===== src/rtl/conv_window_addr_gen_if.sv =====
// conv_window_addr_gen_if: valid/ready beat stream carrying image address and weight index
//   master drives: out_valid, img_addr, w_idx, win_first, win_last, out_x, out_y
//   master receives: out_ready
//   slave is the mirror image (downstream consumer)
interface conv_window_addr_gen_if #(
    parameter int ADDR_W = 10,
    parameter int KIDX_W = 5,
    parameter int X_W    = 5,
    parameter int Y_W    = 5
);
    logic              out_valid;
    logic              out_ready;
    logic [ADDR_W-1:0] img_addr;
    logic [KIDX_W-1:0] w_idx;
    logic              win_first;
    logic              win_last;
    logic [X_W-1:0]    out_x;
    logic [Y_W-1:0]    out_y;
    modport master(output out_valid, img_addr, w_idx, win_first, win_last, out_x, out_y, input out_ready);
    modport slave(input out_valid, img_addr, w_idx, win_first, win_last, out_x, out_y, output out_ready);
endinterface


===== src/rtl/conv_window_addr_gen.sv =====
// conv_window_addr_gen: walks a KxK stride-1 window over an IMG_H x IMG_W map, one address/weight beat per accept
//   clk, rst   clock (rising edge), asynchronous active-high reset
//   start      one-cycle pulse, accepted only in IDLE
//   busy       high while a pass is running
//   done       one-cycle pulse after the final beat is accepted
//   bus        beat stream (master side): out_valid/out_ready, img_addr, w_idx, win_first, win_last, out_x, out_y
//   stall_cnt  (only with CONV_AG_STALL_CNT_EN) saturating count of RUN cycles with out_valid & !out_ready
module conv_window_addr_gen #(
    parameter int IMG_W  = 28,
    parameter int IMG_H  = 28,
    parameter int K      = 5,
    parameter int ADDR_W = 10,
    parameter int KIDX_W = 5
) (
    input  logic clk,
    input  logic rst,
    input  logic start,
    output logic busy,
    output logic done,
    conv_window_addr_gen_if.master bus
`ifdef CONV_AG_STALL_CNT_EN
    , output logic [15:0] stall_cnt
`endif
);
    localparam int OUT_W = IMG_W - K + 1;
    localparam int OUT_H = IMG_H - K + 1;
    localparam int KC_W  = K > 1 ? $clog2(K) : 1;
    localparam int X_W   = OUT_W > 1 ? $clog2(OUT_W) : 1;
    localparam int Y_W   = OUT_H > 1 ? $clog2(OUT_H) : 1;
    typedef enum logic [1:0] {IDLE, RUN, DONE} state_t;
    state_t          state;
    logic [KC_W-1:0] kx, ky;
    logic [X_W-1:0]  ox;
    logic [Y_W-1:0]  oy;
    logic            valid_q;
    logic            kx_max, ky_max, ox_max, oy_max, fire;
    assign kx_max = kx == KC_W'(K - 1);
    assign ky_max = ky == KC_W'(K - 1);
    assign ox_max = ox == X_W'(OUT_W - 1);
    assign oy_max = oy == Y_W'(OUT_H - 1);
    assign fire   = valid_q & bus.out_ready;
    // every counter wraps to zero on the final beat, so the next pass starts clean
    always_ff @(posedge clk or posedge rst) begin
        if (rst) begin
            state   <= IDLE;
            kx      <= '0;
            ky      <= '0;
            ox      <= '0;
            oy      <= '0;
            busy    <= 1'b0;
            done    <= 1'b0;
            valid_q <= 1'b0;
        end else begin
            case (state)
                IDLE: if (start) begin
                    state   <= RUN;
                    busy    <= 1'b1;
                    valid_q <= 1'b1;
                end
                RUN: if (fire) begin
                    kx <= kx_max ? '0 : kx + 1'b1;
                    if (kx_max) ky <= ky_max ? '0 : ky + 1'b1;
                    if (kx_max && ky_max) ox <= ox_max ? '0 : ox + 1'b1;
                    if (kx_max && ky_max && ox_max) oy <= oy_max ? '0 : oy + 1'b1;
                    if (kx_max && ky_max && ox_max && oy_max) begin
                        state   <= DONE;
                        busy    <= 1'b0;
                        valid_q <= 1'b0;
                        done    <= 1'b1;
                    end
                end
                default: begin
                    state <= IDLE;
                    done  <= 1'b0;
                end
            endcase
        end
    end
`ifdef CONV_AG_STALL_CNT_EN
    always_ff @(posedge clk or posedge rst) begin
        if (rst)
            stall_cnt <= '0;
        else if (state == IDLE && start)
            stall_cnt <= '0;
        else if (valid_q && !bus.out_ready && stall_cnt != 16'hFFFF)
            stall_cnt <= stall_cnt + 16'd1;
    end
`endif
    assign bus.out_valid = valid_q;
    assign bus.img_addr  = (ADDR_W'(oy) + ADDR_W'(ky)) * ADDR_W'(IMG_W) + ADDR_W'(ox) + ADDR_W'(kx);
    assign bus.w_idx     = KIDX_W'(ky) * KIDX_W'(K) + KIDX_W'(kx);
    assign bus.win_first = kx == '0 && ky == '0;
    assign bus.win_last  = kx_max && ky_max;
    assign bus.out_x     = ox;
    assign bus.out_y     = oy;
endmodule


===== src/flat_wrapper.sv =====
// flat-port wrapper written by rule: the top's interface ports become plain ports
module conv_window_addr_gen_flat 
#(
    parameter int IMG_W  = 28,
    parameter int IMG_H  = 28,
    parameter int K      = 5,
    parameter int ADDR_W = 10,
    parameter int KIDX_W = 5
)
  (clk, rst, start, busy, done, bus_out_valid, bus_img_addr, bus_w_idx, bus_win_first, bus_win_last, bus_out_x, bus_out_y, bus_out_ready);
  conv_window_addr_gen_if #(.ADDR_W(ADDR_W), .KIDX_W(KIDX_W), .X_W(5), .Y_W(5)) bus_i ();
  input  logic clk;
  input  logic rst;
  input  logic start;
  output logic busy;
  output logic done;
  output wire logic [$bits(bus_i.out_valid)-1:0] bus_out_valid;
  output wire logic [$bits(bus_i.img_addr)-1:0] bus_img_addr;
  output wire logic [$bits(bus_i.w_idx)-1:0] bus_w_idx;
  output wire logic [$bits(bus_i.win_first)-1:0] bus_win_first;
  output wire logic [$bits(bus_i.win_last)-1:0] bus_win_last;
  output wire logic [$bits(bus_i.out_x)-1:0] bus_out_x;
  output wire logic [$bits(bus_i.out_y)-1:0] bus_out_y;
  input wire logic [$bits(bus_i.out_ready)-1:0] bus_out_ready;
  assign bus_out_valid = bus_i.out_valid;
  assign bus_img_addr = bus_i.img_addr;
  assign bus_w_idx = bus_i.w_idx;
  assign bus_win_first = bus_i.win_first;
  assign bus_win_last = bus_i.win_last;
  assign bus_out_x = bus_i.out_x;
  assign bus_out_y = bus_i.out_y;
  assign bus_i.out_ready = bus_out_ready;
  conv_window_addr_gen #(.IMG_W(IMG_W), .IMG_H(IMG_H), .K(K), .ADDR_W(ADDR_W), .KIDX_W(KIDX_W)) u_core (.clk(clk), .rst(rst), .start(start), .busy(busy), .done(done), .bus(bus_i));
endmodule

===== config.mk =====
export PLATFORM = sky130hd
export DESIGN_NAME = conv_window_addr_gen_flat
export DESIGN_NICKNAME = d
export VERILOG_FILES = /design/src/rtl/conv_window_addr_gen_if.sv /design/src/rtl/conv_window_addr_gen.sv /design/src/flat_wrapper.sv
export SDC_FILE = /design/constraint.sdc
export NUM_CORES = 1
export LEC_CHECK = 0
export BUFFER_PORTS_ARGS = -buffer_cell sky130_fd_sc_hd__buf_2
export CORE_MARGIN = 1
export CORE_UTILIZATION = 60
export CTS_BUF_LIST = sky130_fd_sc_hd__clkbuf_8
export DETAILED_ROUTE_END_ITERATION = 16
export GPL_TIMING_DRIVEN = 0
export PLACE_DENSITY = 0.82
export SETUP_SLACK_MARGIN = 0.5
export SLEW_MARGIN = 0
export SYNTH_ARGS = -nofsm -noshare
export SYNTH_HDL_FRONTEND = slang
export SYNTH_SLANG_ARGS = --single-unit

===== constraint.sdc =====
create_clock -name clk -period 13.95 [get_ports clk]
set_input_delay 4.185 -clock clk [delete_from_list [all_inputs] [get_ports clk]]
set_output_delay 4.185 -clock clk [all_outputs]
set_load 0.02 [all_outputs]

==> metrics, run 1 <==
Min Hold Slack=between 0.5 and 0.6 ns; root buffer cell=clkbuf_8; Pleak=about 1.2 nW; Seq. cell area=500 µm²; I/O Pins=34; TritonRoute pass-1 iters=4; GRT Util Overall=23.5%; PwrDens=around 220 nW/µm²; Tmin final=about 8.5 ns; setup TNS=0 ns; fillers=between 200 and 250; drt wl/cell=12.2 µm; syn_area_per_cell=9.54 µm²; required time of the critical path=9.76 ns; Worst Skew=approximately 0.0033 ns; core area=roughly 2900 µm²; crit path kind=reg -> out; post-CTS resize count=0; final instance area=approximately 2200 µm²; clk slew on worst S/H paths=about 0.07 ns; CTS Sinks=20; TritonCTS clock tree=yes; adder-cell share of the synthesized area=30.6%; CTS Hold Bufs=0; post-synthesis xor/xnor area fraction=a little under an eighth; Placer Congestion=roughly 0.77; sequential area share after synthesis=a little over a quarter; Die Height=~58 µm; Setup crit end kind=output port; crit path launch=u_core.ky[1]$_DFFE_PP0P_; number of remaining DRC errors=0; reg2reg end=u_core.bus.out_y[4]$_DFFE_PP0P_; Overall Power=about 0.00047 W; wirelength, routed=3370 µm; total grt overflow=0; largest family of logic cells by synthesized area=adder cells; Vias=1488; antenna-violating nets left=0; Cell Area, Synth=1890 µm²; Slew HR=50.2%; antenna cells=0; vias in the first global route=1399; mux share of post-synthesis cell area=roughly 1.1%; CP arrival=around 4.3 ns; internal reg-to-reg setup slack=between 10 and 15 ns; chip width=~58 µm; Hold Crit Class=reg -> reg; status=complete, no violations; Synth warnings=0; max cap viols=0; starting density of the core=65.6%; DR iter-0 viols=44; nets@finish=282; Mapped Nets=approximately 240; Worst setup endpoint=bus_img_addr[9]; buffer count from post-CTS setup fixing=0; simple-gate area share of the yosys netlist=16.8%; largest net degree at the start of global routing=21; Final Hold Viols=0; Placed Instance Area=2110 µm²; IO buf count=33; TritonCTS Buffers=3; Final Slew Violations=0; first-pass GRT wire length=between 6000 and 7000 µm; Synth Area in Compound Gates=approximately 9.1%; Netlist cell types=27; Post-DP HPWL=~2700 µm; Vias/cell=5.37; initial antenna violation count=0; Clock H-tree levels=1; worst r2r path cells=7; unrepaired setup endpoints after global routing=no; layout cells sized above 1=18.7%; Layout area overhead=14.4%; Final Cycle Share=about three fifths; Setup crit start kind=flop; reg2reg start=u_core.kx[0]$_DFFE_PP0P_; Synth Instances=between 150 and 200; Crit Path Max Fanout=7; Slew @ Worst Pin=about 0.75 ns; Die ar.=between 3000 and 4000 µm²; max frequency=about 120 MHz; peak supply drop=around 0.11 mV; #FFs+latches synth=20; Worst-Skew Late Latency=between 0.2 and 0.3 ns; site row count=19; final setup fails=0; CTS Buffer Depth=2; area occupied by multi-input gates=around 1300 µm²
==> cells in the final DEF, fill, tap and decap left out, types with 8 or more instances in the layout <==
| cell | n |
|---|---|
| dfrtp_1 | 20 |
| xnor2_1 | 11 |
| o21ai_0 | 16 |
| inv_1 | 19 |
| buf_2 | 34 |
| a21oi_1 | 8 |
| ha_1 | 35 |
| nand2_1 | 20 |
| nor2_1 | 15 |
| xor2_1 | 11 |
==> how the worst min path moves through the flow <==
stage	end	slack, ns	startpoint	cells after the start
final	u_core.done$_DFFE_PP0P_	0.51	u_core.done$_DFFE_PP0P_	2
after detailed placement	u_core.done$_DFFE_PP0P_	0.49	u_core.done$_DFFE_PP0P_	2
after CTS	u_core.done$_DFFE_PP0P_	0.51	u_core.done$_DFFE_PP0P_	2
after global routing	u_core.done$_DFFE_PP0P_	0.53	u_core.done$_DFFE_PP0P_	2
after floorplan	u_core.done$_DFFE_PP0P_	0.46	u_core.state[1]$_DFFE_PP0P_	1
after global placement	u_core.done$_DFFE_PP0P_	0.49	u_core.done$_DFFE_PP0P_	2
==> flip-flops by register name, indices dropped and copies added (netlist names) <==
| name | cells |
|---|---|
| u_core.busy | 1 |
| u_core.state | 2 |
| u_core.kx | 3 |
| u_core.done | 1 |
| u_core.ky | 3 |
| u_core.bus.out_y | 5 |
| u_core.bus.out_x | 5 |
==> cell type report <==
type,instances,share of cell area [%]
clock buffers,4,2.55
inverters,19,3.30
plain buffers,2,0.579
well taps,42,2.43
multi-input cells,157,60.3
repair buffers,33,7.64
flip-flops and latches,20,23.2
==> power by group <==
part           internal (W)  switching [W]
Sequential        0.0000652      0.0000137
Clock             0.0000251      0.0000191
Combinational      0.000135       0.000207
==> stage by stage <==
stage | std cells | setup WS [ns] | utilization (%)
2_1_floorplan | 198 | 6.03 | -
3_3_place_gp | 273 | 5.79 | 73.2
3_5_place_dp | 273 | 5.77 | 73.2
4_1_cts | 277 | 5.48 | 75.1
5_1_grt | 277 | 5.20 | 75.1
6_report | 277 | 5.48 | 75.1
==> critical path: stages, from the launching register on <==
cell and delay [ns]:
dfrtp_1 0.53, ha_1 0.29, a21o_1 0.17, a21oi_1 0.21
xnor2_1 0.23, fa_1 0.61, inv_1 0.06, fa_1 0.53
inv_1 0.04, ha_1 0.33, nand2_1 0.08, o21ai_0 0.26
nand4_1 0.17, xnor3_1 0.35, buf_2 0.16
==> cells in the mapped netlist <==
master | n | share of area (%)
buf_2 | 1 | 0.26
nor3_1 | 2 | 0.53
nand4_1 | 6 | 2.0
nand4b_1 | 2 | 0.93
nor4_1 | 1 | 0.33
nand2_1 | 20 | 4.0
nand3_1 | 6 | 1.6
a21oi_1 | 8 | 2.1
inv_1 | 19 | 3.8
o21ai_0 | 16 | 4.2
nor3_4 | 1 | 0.86
nand4b_2 | 1 | 0.79
a21o_1 | 7 | 2.8
xor2_1 | 11 | 5.1
nor2_1 | 15 | 3.0
xnor2_1 | 11 | 5.1
nor2b_1 | 1 | 0.33
buf_4 | 1 | 0.40
mux2i_1 | 1 | 0.53
nor4_2 | 1 | 0.66
fa_1 | 7 | 7.4
ha_1 | 35 | 23
dfrtp_1 | 20 | 27
nand2b_1 | 2 | 0.66
mux2_2 | 1 | 0.60
nand4_4 | 1 | 1.1
xnor3_1 | 1 | 1.2
==> metal layers <==
metal	track usage (%)	wire length, µm
met5	0	0
met3	4.69	125
met2	40.7	1580
met4	2.04	0
met1	31.7	1660
==> cells by family (layout without fill, tap and decap cells) <==
group / Yosys count / after routing
xor gates and xnor gates: 23 / 23
DFF: 20 / 20
muxes: 2 / 2
AOI/OAI and AO/OA: 31 / 31
buffers and inverters: 21 / 58
and+or+nand+nor: 59 / 59
adders and majority gates: 42 / 42
No activity file was read; power rests on OpenSTA's default activity.
==> run 2: changes to the inputs <==
--- a/config.mk
+++ b/config.mk
@@ -7,11 +7,11 @@
 export LEC_CHECK = 0
 export BUFFER_PORTS_ARGS = -buffer_cell sky130_fd_sc_hd__buf_2
 export CORE_MARGIN = 1
-export CORE_UTILIZATION = 60
+export CORE_UTILIZATION = 58
 export CTS_BUF_LIST = sky130_fd_sc_hd__clkbuf_8
 export DETAILED_ROUTE_END_ITERATION = 16
 export GPL_TIMING_DRIVEN = 0
-export PLACE_DENSITY = 0.82
+export PLACE_DENSITY = 0.8
 export SETUP_SLACK_MARGIN = 0.5
 export SLEW_MARGIN = 0
 export SYNTH_ARGS = -nofsm -noshare
==> constraint.sdc (replaced) <==
create_clock -name clk -period 8.6 [get_ports clk]
set_input_delay 2.58 -clock clk [delete_from_list [all_inputs] [get_ports clk]]
set_output_delay 2.58 -clock clk [all_outputs]
set_load 0.02 [all_outputs]
==> run 2 against run 1 <==
Global-route usage fell by 0.83 points. Clock power increased by 39%. Sequential power is 61% higher. Critical path type unchanged. Core utilization down 5.3 points. Largest power group unchanged.
==> metrics, run 2 (synthesized netlist as in run 1, its figures left out) <==
status=complete, no violations; drt wl/cell=12.2 µm (about the same); vias in the first global route=1392 (-0.50%); buffer count from post-CTS setup fixing=0 (unchanged); unrepaired setup endpoints after global routing=no; Clock H-tree levels=1 (unchanged); peak supply drop=0.179 mV (+64%); critical path's slowest cell=fa_1; commonest non-fill, non-tap cell in the layout=ha_1; Tmin final=just under 7 ns; TritonCTS clock tree=yes; Die Height=59.1 µm (+1.7%); core area=3080 µm² (+7.0%); Final Cycle Share=between 70 and 80%; CP arrival=4.27 ns (-0.02 ns); dpl cells=275 (+0.73%); setup TNS=0 ns (unchanged); Setup crit start kind=flop; Die ar.=3490 µm² (+3.3%); Worst-Skew Late Latency=0.25 ns (about the same); largest net degree at the start of global routing=21 (unchanged); Post-DP HPWL=2660 µm (-2.0%); site row count=20 (+1); Worst Skew=0.00217 ns (-0.00116 ns); CP peak stage delay=0.61 ns (about the same); Finished Layout Cells=278 (+0.36%); CTS Sinks=20 (unchanged); GRT Util Overall=22.6% (-0.83 points); max cap viols=0 (unchanged); Slew HR=48.1% (-2.0 points); post-CTS resize count=0 (unchanged); Vias=1485 (-0.20%); I/O Pins=34 (unchanged); root buffer cell=clkbuf_8; Final Hold Viols=0 (unchanged); layout cells sized above 1=18.4% (-0.35 points); Placer Congestion=0.770 (-0.50%); initial antenna violation count=0 (unchanged); chip width=59.1 µm (+1.7%); crit path kind=reg -> out; Hold Crit Class=reg -> reg; TritonRoute pass-1 iters=4 (unchanged); clk slew on worst S/H paths=0.07 ns (about the same); PwrDens=343 nW/µm² (+59%); DR iter-0 viols=48 (+9.1%); Slew @ Worst Pin=0.777 ns (+0.0303 ns); wirelength, routed=3380 µm (+0.36%); most frequent cells in the layout=ha_1 (35), buf_2 (34), nand2_1 (20), dfrtp_1 (20), inv_1 (19); total grt overflow=0 (unchanged); Vias/cell=5.34 (-0.56%); Pleak=1.23 nW (-0.58%); fillers=264 (+12%); starting density of the core=61.3% (-4.3 points); CTS Buffer Depth=2 (unchanged); first-pass GRT wire length=6040 µm (-1.7%); Layout area overhead=13.9%; required time of the critical path=6.02 ns (-3.74 ns); nets@finish=282 (unchanged); Cell Chain, Critical Path=ha_1 -> a21o_1 -> a21oi_1 -> xnor2_1 -> fa_1 -> inv_1 -> fa_1 -> inv_1 -> ha_1 -> nand2_1 -> o21ai_0 -> nand4_1 -> xnor3_1 -> buf_2; Setup crit end kind=output port; antenna cells=0 (unchanged); CTS Hold Bufs=0 (unchanged); Final Slew Violations=0 (unchanged); final setup fails=0 (unchanged); number of remaining DRC errors=0 (unchanged); antenna-violating nets left=0 (unchanged); TritonCTS Buffers=3 (unchanged); IO buf count=33 (unchanged); Crit Path Max Fanout=7 (unchanged); max frequency=around 150 MHz
## run 2: cell count changes in the layout (fill, tap and decap cells not counted)
cell,before,now
clkbuf_8,4,3
## run 2: cell type report
class	instances	area, µm²	area share, %
buffer	2	12.5	0.582
clock buffer	3	41.3	1.92
inverter	19	71.3	3.32
multi-input combinational	157	1300	60.7
sequential	20	500	23.3
tap	44	55.1	2.56
timing repair buffer	33	165	7.68
## run 2: path summary, 6_finish.rpt
kind,from,endpoint,slack [ns],cells after the start
setup reg to reg,u_core.kx[0]$_DFFE_PP0P_,u_core.bus.out_y[3]$_DFFE_PP0P_,6.61,7
setup / recovery,u_core.ky[1]$_DFFE_PP0P_,bus_img_addr[9],1.75,14
min in group asynchronous,rst,u_core.done$_DFFE_PP0P_,2.46,2
hold / removal,u_core.done$_DFFE_PP0P_,u_core.done$_DFFE_PP0P_,0.50,2
hold reg to reg,u_core.done$_DFFE_PP0P_,u_core.done$_DFFE_PP0P_,0.50,2
max in group asynchronous,rst,u_core.kx[1]$_DFFE_PP0P_,5.66,2
## run 2: worst max-delay path, delay by kind of cell, from the launching register on
kind                     cells  cell delay (ns)
AO/OA/AOI/OAI                3             0.66
XOR/XNOR                     2             0.58
adder cells (fa/ha/maj)      4             1.75
buffers and inverters        3             0.26
flip-flops                   1             0.52
AND/OR/NAND/NOR              2             0.25
## run 2: through the flow
| step | power [W] | util [%] | setup slack (ns) | hold WS (ns) | cell area (µm²) |
|---|---|---|---|---|---|
| finish | 0.000736 | 69.8 | 1.75 | 0.501 | 2150 |
| global route | 0.000814 | 69.8 | 1.43 | 0.559 | 2150 |
| CTS | 0.000743 | 69.8 | 1.71 | 0.510 | 2150 |
| detailed placement | 0.000677 | 68.5 | 2.01 | 0.492 | 2110 |
| global placement | 0.000665 | 68.5 | 2.05 | 0.496 | 2110 |
| floorplan | 0.000555 | - | 2.29 | 0.460 | 1890 |
## run 2: report_power, final
group / switching (W) / internal (W)
Combinational: 0.000332 / 0.000217
Clock: 0.0000301 / 0.0000312
Sequential: 0.0000208 / 0.000106
Total: 0.000383 / 0.000354
## run 2: per-layer routing
| metal | routed length, µm | share of wire [%] | track usage, % | vias to the layer above |
|---|---|---|---|---|
| met5 | 0 | 0 | 0 | - |
| met1 | 1700 | 50 | 30.9 | 690 |
| met3 | 129 | 3.8 | 2.40 | 2 |
| met4 | 7 | 0.21 | 4.08 | 0 |
| met2 | 1540 | 46 | 39.4 | 36 |
| li1 | - | - | - | 757 |
